[src/rtl/kk_round_feeder.sv]
// kk_round_feeder: streams the 56-byte expanded key one round-key byte
// per valid/ready handshake, ascending for encipher, descending for decipher.
module kk_round_feeder #(
   parameter int NROUNDS = 56,
   parameter int KW      = 8
) (
   input  logic                  clk,
   input  logic                  rst,
   input  logic [NROUNDS*KW-1:0] i_kk,
   input  logic                  i_kk_valid,
   output logic                  o_kk_ready,
   input  logic                  i_dir,
   input  logic                  i_abort,
   output logic [KW-1:0]         o_rk,
   output logic                  o_rk_valid,
   input  logic                  i_rk_ready,
   output logic [5:0]            o_round,
   output logic                  o_last
);

   localparam logic [5:0] LAST_IDX = 6'(NROUNDS - 1);

   typedef enum logic {
      IDLE,
      RUN
   } state_t;

   state_t                  state_q, state_d;
   logic [NROUNDS*KW-1:0]   kk_q, kk_d;
   logic                    dir_q, dir_d;
   logic [5:0]              idx_q, idx_d;
   logic [KW-1:0]           rk_q, rk_d;
   logic                    xfer;
   logic                    last;

   // Byte n of the stream: kk[n+1] ascending, kk[NROUNDS-n] descending.
   function automatic logic [KW-1:0] pick(
      input logic [NROUNDS*KW-1:0] kk,
      input logic                  dir,
      input logic [5:0]            n
   );
      logic [5:0] pos;
      pos = dir ? (LAST_IDX - n) : n;
      return kk[int'(pos)*KW +: KW];
   endfunction

   assign o_kk_ready = (state_q == IDLE);
   assign o_rk_valid = (state_q == RUN);
   assign last       = o_rk_valid && (idx_q == LAST_IDX);
   assign xfer       = o_rk_valid && i_rk_ready;
   assign o_last     = last;
   assign o_round    = idx_q;
   assign o_rk       = rk_q;

   // Next state: load in IDLE, advance/finish/abort in RUN.
   always_comb begin
      state_d = state_q;
      kk_d    = kk_q;
      dir_d   = dir_q;
      idx_d   = idx_q;
      rk_d    = rk_q;
      unique case (state_q)
         IDLE: begin
            if (i_kk_valid) begin
               state_d = RUN;
               kk_d    = i_kk;
               dir_d   = i_dir;
               idx_d   = '0;
               rk_d    = pick(i_kk, i_dir, 6'd0);
            end
         end
         RUN: begin
            if (i_abort || (xfer && last)) begin
               state_d = IDLE;
               idx_d   = '0;
               rk_d    = '0;
            end else if (xfer) begin
               idx_d = idx_q + 6'd1;
               rk_d  = pick(kk_q, dir_q, idx_q + 6'd1);
            end
         end
      endcase
   end

   // State, key, direction, counter and registered byte mux.
   always_ff @(posedge clk) begin
      if (rst) begin
         state_q <= IDLE;
         kk_q    <= '0;
         dir_q   <= 1'b0;
         idx_q   <= '0;
         rk_q    <= '0;
      end else begin
         state_q <= state_d;
         kk_q    <= kk_d;
         dir_q   <= dir_d;
         idx_q   <= idx_d;
         rk_q    <= rk_d;
      end
   end

endmodule

[config.mk]
export PLATFORM = sky130hd
export DESIGN_NAME = kk_round_feeder
export DESIGN_NICKNAME = d
export VERILOG_FILES = /design/src/rtl/kk_round_feeder.sv
export SDC_FILE = /design/constraint.sdc
export NUM_CORES = 1
export LEC_CHECK = 0
export ABC_AREA = 1
export BUFFER_PORTS_ARGS = -buffer_cell sky130_fd_sc_hd__buf_2
export CAP_MARGIN = 15
export CORE_MARGIN = 2
export CORE_UTILIZATION = 30
export DETAILED_ROUTE_END_ITERATION = 10
export SLEW_MARGIN = 15
export SYNTH_ARGS = -nofsm -noshare
export SYNTH_HDL_FRONTEND = slang
export SYNTH_SLANG_ARGS = --single-unit
export TNS_END_PERCENT = 10
[constraint.sdc]
create_clock -name clk -period 3.35 [get_ports clk]
set_clock_uncertainty 0.2 [all_clocks]
set_input_delay 0.1675 -clock clk [delete_from_list [all_inputs] [get_ports clk]]
set_output_delay 0.1675 -clock clk [all_outputs]
set_load 0.1 [all_outputs]
# Yosys cells after proc, flatten, opt, wreduce, memory -nomap -nowiden
# Index checks and enable logic that the tools add are counted.
# word_totals
elab_cells,32
mem_count,0
ram_bits,0
input_bits,454
regBits,464
latch_bits,0
rom_bits,0
# op_classes
order_cmp,0
add_sub_neg,2
n_reduce_logical,6
mux,13
n_eq_ne,3
n_mul,0
bitwise_logic,1
shift,2
div,0
# ops
op,count
variable part select 448 x 10 -> 8 bit,2
2-to-1 mux 6 bit,5
2-to-1 mux 8 bit,3
case mux 8 bit (2 select lines),1
case mux 6 bit (2 select lines),1
"adder 6 x 1 -> 6 bit, second input constant",1
"equality test 6 bit, second input constant",1
"subtractor 6 bit, first input constant",1
AND reduction 2 bit,2
logical AND 1 bit,3
"!= test 3 x 1 -> 1 bit, second input constant",1
2-to-1 mux 1 bit,2
"!= test 2 bit, second input constant",1
case mux 1 bit (2 select lines),1
logical OR 1 bit,1
inverter 1 bit,1

# Depth between registers and ports, before layout
# logic_depth
ltp_word,7
ltp_mapped,17
depth_no_buf,16

# Worst setup path after synthesis
# OpenSTA, ideal clock, no wires.
# synth_timing
path_kind,reg-to-reg
startpoint,"reg idx_q[0], in the netlist o_round[0]"
endpoint,"reg rk_q[5], in the netlist o_rk[5]"
setup_time_ns,0.071
period_less_slack_ns,3.519
path_buffers,3
arrival_ns,3.248
setup_slack_ns,-0.169
path_stages_with_launch,16
path_cell_list,dfxtp_1 -> nand3_1 -> xor2_2 -> buf_2 -> buf_2 -> ha_1 -> nand2_1 -> nand2_2 -> nor2_4 -> buf_2 -> nand3_1 -> nand2_1 -> inv_1 -> nand2_1 -> nand3_1 -> a21oi_1
# synth_via
elab_chain_len,7
# synth_rtl
element,line,source
start: declaration,31,"logic [5:0] idx_q, idx_d;"
start signal: assignment,97,idx_q <= idx_d;
adder 6 x 1 -> 6 bit,79,"rk_d = pick(kk_q, dir_q, idx_q + 6'd1);"
subtractor 6 bit,43,pos = dir ? (LAST_IDX - n) : n;
2-to-1 mux 6 bit,43,
variable part select 448 x 10 -> 8 bit,44,return kk[int'(pos)*KW +: KW];
2-to-1 mux 8 bit,77,end else if (xfer) begin
2-to-1 mux 8 bit,73,if (i_abort || (xfer && last)) begin
case mux 8 bit (2 select lines),62,unique case (state_q)
end signal: assignment,98,rk_q <= rk_d;
end: declaration,32,"logic [KW-1:0] rk_q, rk_d;"
# Several ways; a longest one is shown, not always the timed one. The select of a mux whose other input is x is not followed.
# A chain may end at the register's enable or synchronous reset.

# Worst setup path in the final report
# layout_timing
startpoint,reg dir_q
endpoint,"reg rk_q[7], in the netlist o_rk[7]"
# layout_via
elab_chain_len,5
# layout_rtl
element,line,source
start: declaration,30,"logic dir_q, dir_d;"
start signal: assignment,96,dir_q <= dir_d;
2-to-1 mux 6 bit,43,
variable part select 448 x 10 -> 8 bit,44,
2-to-1 mux 8 bit,77,
2-to-1 mux 8 bit,73,
case mux 8 bit (2 select lines),62,
# Every way passes these cells. The select of a mux whose other input is x is not followed.

==> results.toml <==
[outcome]
status = "complete, no violations"

[floorplan]
die_area_mm2 = 0.0711
num_io_pins = 471
core_area_mm2 = 0.0685
dieHeight_um = 267
start_util_pct = 30.2
chipWidth_um = 267
rows = 96

[logic_synthesis]
ys_types = 24
ys_ff_latch = 464
synth_top_family_by_area = "simple AND/OR/NAND/NOR gates"
synthMuxAreaShare_pct = 0
synth_compound_area_share_pct = 13.3
syn_area_per_cell_um2 = 6.65
syn_inst = 3111
synthSimpleGateAreaFrac_pct = 35.1
synthAdderAreaFrac_pct = 0.121
ys_seq_area_share_pct = 44.9
synth_warnings = 0
syn-num-nets = 3567
synth_xor_area_share_pct = 0.0786
netlist_area_mm2 = 0.0207

[detailed_routing]
drtIter0Drc = 1816
routed_via_density = 4.91
first_pass_iters = 8
totalWireLength_um = 86700
drc = 0
detail_route.wl_per_cell_um = 18.0
dr_total_vias = 23692
ant_nets = 0

[power_and_ir_drop]
switching_share_pct = 29.6
pwr-share-clk_pct = 38.6
p_sw_mw = 4.52
p_int_mw = 10.8
vdd_drop_max_mv = 0.341
power_density_mw_per_mm2 = 507
power.leakage_nw = 13.1
seqPwrFrac_pct = 40.7
combPwrFrac_pct = 20.8

[clock_network]
post-cts-setup-buffers = 0
clockBufferDepth = 3
clock_sinks = 464
path_clk_slew_ns = 0.06
clock-root-buffer = "clkbuf_16"
cts_buffers = 51
htree_levels = 2
cts_tree = "yes"
clock_latency_ns = 0.60

[placed_design]
io_buffer_count = 470
dp_hpwl_um = 56600
gp_congestion = 0.810

[final_layout]
syn2layout_area_growth_pct = 45.9
final_nets = 4353
seq_area_mm2 = 0.00929
drive_above_1_share_pct = 15.8
n_fill_cell = 6907
multi_input_area_mm2 = 0.0101
final_core_util_pct = 44.1

[setup_path]
worstPathMaxFanout = 77
cp.required_ns = 3.69
start_kind = "flop"
critPathLaunch = "dir_q"
arrival_ns = 3.41
crit_type = "reg -> reg"
crit-reg2reg-launch = "dir_q"
critPathCaptureType = "flop"

[sta]
min_period_ns = 3.08
slew_violations = 0
final-setup-viol-count = 0
hold_viol = 0
tightest_slew_ns = 0.678
fin_setup_tns_ns = 0
max_freq_mhz = 325
rsz0062_at_grt = "no"
slew_headroom_pct = 54.8
fin_crit_sh_pct = 91.8

[global_routing]
grt_pass1_wl_um = 131000
gr-total-overflow = 0
track_usage_pct = 23.7
antenna_found_initial = 11
grt_max_degree = 159
grt_pass1_vias = 22980

[run]
drv_cap = 0

[hold_path]
min_path_type = "in -> reg"
hold_start = "i_kk_valid"
[worst paths after layout]
path	endpoint	slack (ns)	cells past startpoint
hold / removal	kk_q[2]	0.06	4
setup / recovery	o_rk[7]	0.27	12
setup reg to reg	o_rk[7]	0.27	12
hold reg to reg	kk_q[412]	0.25	2
[layout make-up]
cell class              count  area share [%]
diodes                      6          0.0497
multi-input cells        2318            33.4
flip-flops and latches    464            30.8
inverters                  84            1.12
clock inverters            17           0.783
well taps                 882            3.66
clock buffers              77            5.05
repair buffers            978            25.1
[stage by stage]
| step | worst slack [ns] | instance area, um2 | total power, mW | hold WS [ns] | std cells |
|---|---|---|---|---|---|
| final | 0.275 | 30200 | 15.3 | 0.0618 | 4826 |
| after global routing | 0.0296 | 30200 | 16.0 | 0.0764 | 4826 |
| after CTS | 0.141 | 30200 | 15.4 | 0.0144 | 4821 |
| after detailed placement | 0.241 | 23800 | 9.06 | 0.224 | 4262 |
| after global placement | 0.210 | 23800 | 9.05 | 0.220 | 4262 |
| after floorplan | 0.262 | 20700 | 7.98 | 0.0292 | 3111 |
[power groups by stage]
stage,registers [mW],logic (mW),clock network [mW]
after floorplan,6.34,1.64,0
after global routing,6.27,3.51,6.23
after global placement,6.33,2.71,0
after CTS,6.22,3.16,6.00
after detailed placement,6.34,2.72,0
final,6.22,3.17,5.90
[routing by layer]
| metal | GRT usage, % | vias to the layer above | part of all wire, % |
|---|---|---|---|
| met4 | 11.3 | 4 | 4.8 |
| met3 | 3.45 | 234 | 5.5 |
| li1 | - | 11691 | - |
| met5 | 0 | - | 0.030 |
| met1 | 30.2 | 10928 | 43 |
| met2 | 39.3 | 835 | 47 |
[kinds of logic after synthesis]
kind of cell / count (synthesis)
buf+inv: 329
fa+ha+maj: 2
simple gates: 1767
flops: 464
xor+xnor: 1
compound gates: 548
[Yosys cell counts (all sizes together)]
master	n	area (um2)
ha	2	25.0
clkbuf	170	638
nand2	489	1870
nand3	454	2270
inv	83	314
xor2	1	16.3
dfxtp	464	9290
a211oi	1	12.5
clkinv	1	3.75
and2	1	6.26
buf	75	402
nand3b	1	7.51
nor2	821	3090
nor3	1	5.00
a21oi	79	395
o21ai	468	2340
[flip-flops by register name, summed over array words and instances, names as in the netlist]
name and count:
o_rk 8, kk_q 448, o_rk_valid 1, o_round 6, dir_q 1
[worst max-delay path, stage by stage, from the launching register on]
cell and delay [ns]:
dfxtp_1 0.54, nand2_4 0.19, nand2_8 0.45, buf_12 0.32, buf_4 0.25, nand2_1 0.07, nand3_1 0.09, nand3_1 0.09
nand3_1 0.16, nand3_1 0.23, nand2_1 0.14, nand3_1 0.07, a21oi_1 0.15
[cells in the final DEF, fill, tap and decap left out, types with 6 or more instances in the layout]
master         count
dlygate4sd3_1    464
buf_4             24
nand2_1          477
clkbuf_16         52
clkinv_2           7
clkbuf_8          13
inv_1             78
dfxtp_1          460
nor2_1           820
a21oi_1           79
nand3_1          454
clkbuf_1          12
buf_12            20
o21ai_0          468
diode_2            6
nand2_4            6
buf_2            470
[what timing repair did]
action / in CTS / in global routing
endpoints found under the setup margin: 0 / 1
hold endpoints to repair: 464 / 0
hold buffers: 465 / 0
resized for setup: 0 / 1
(Power assumes the default switching activity.)
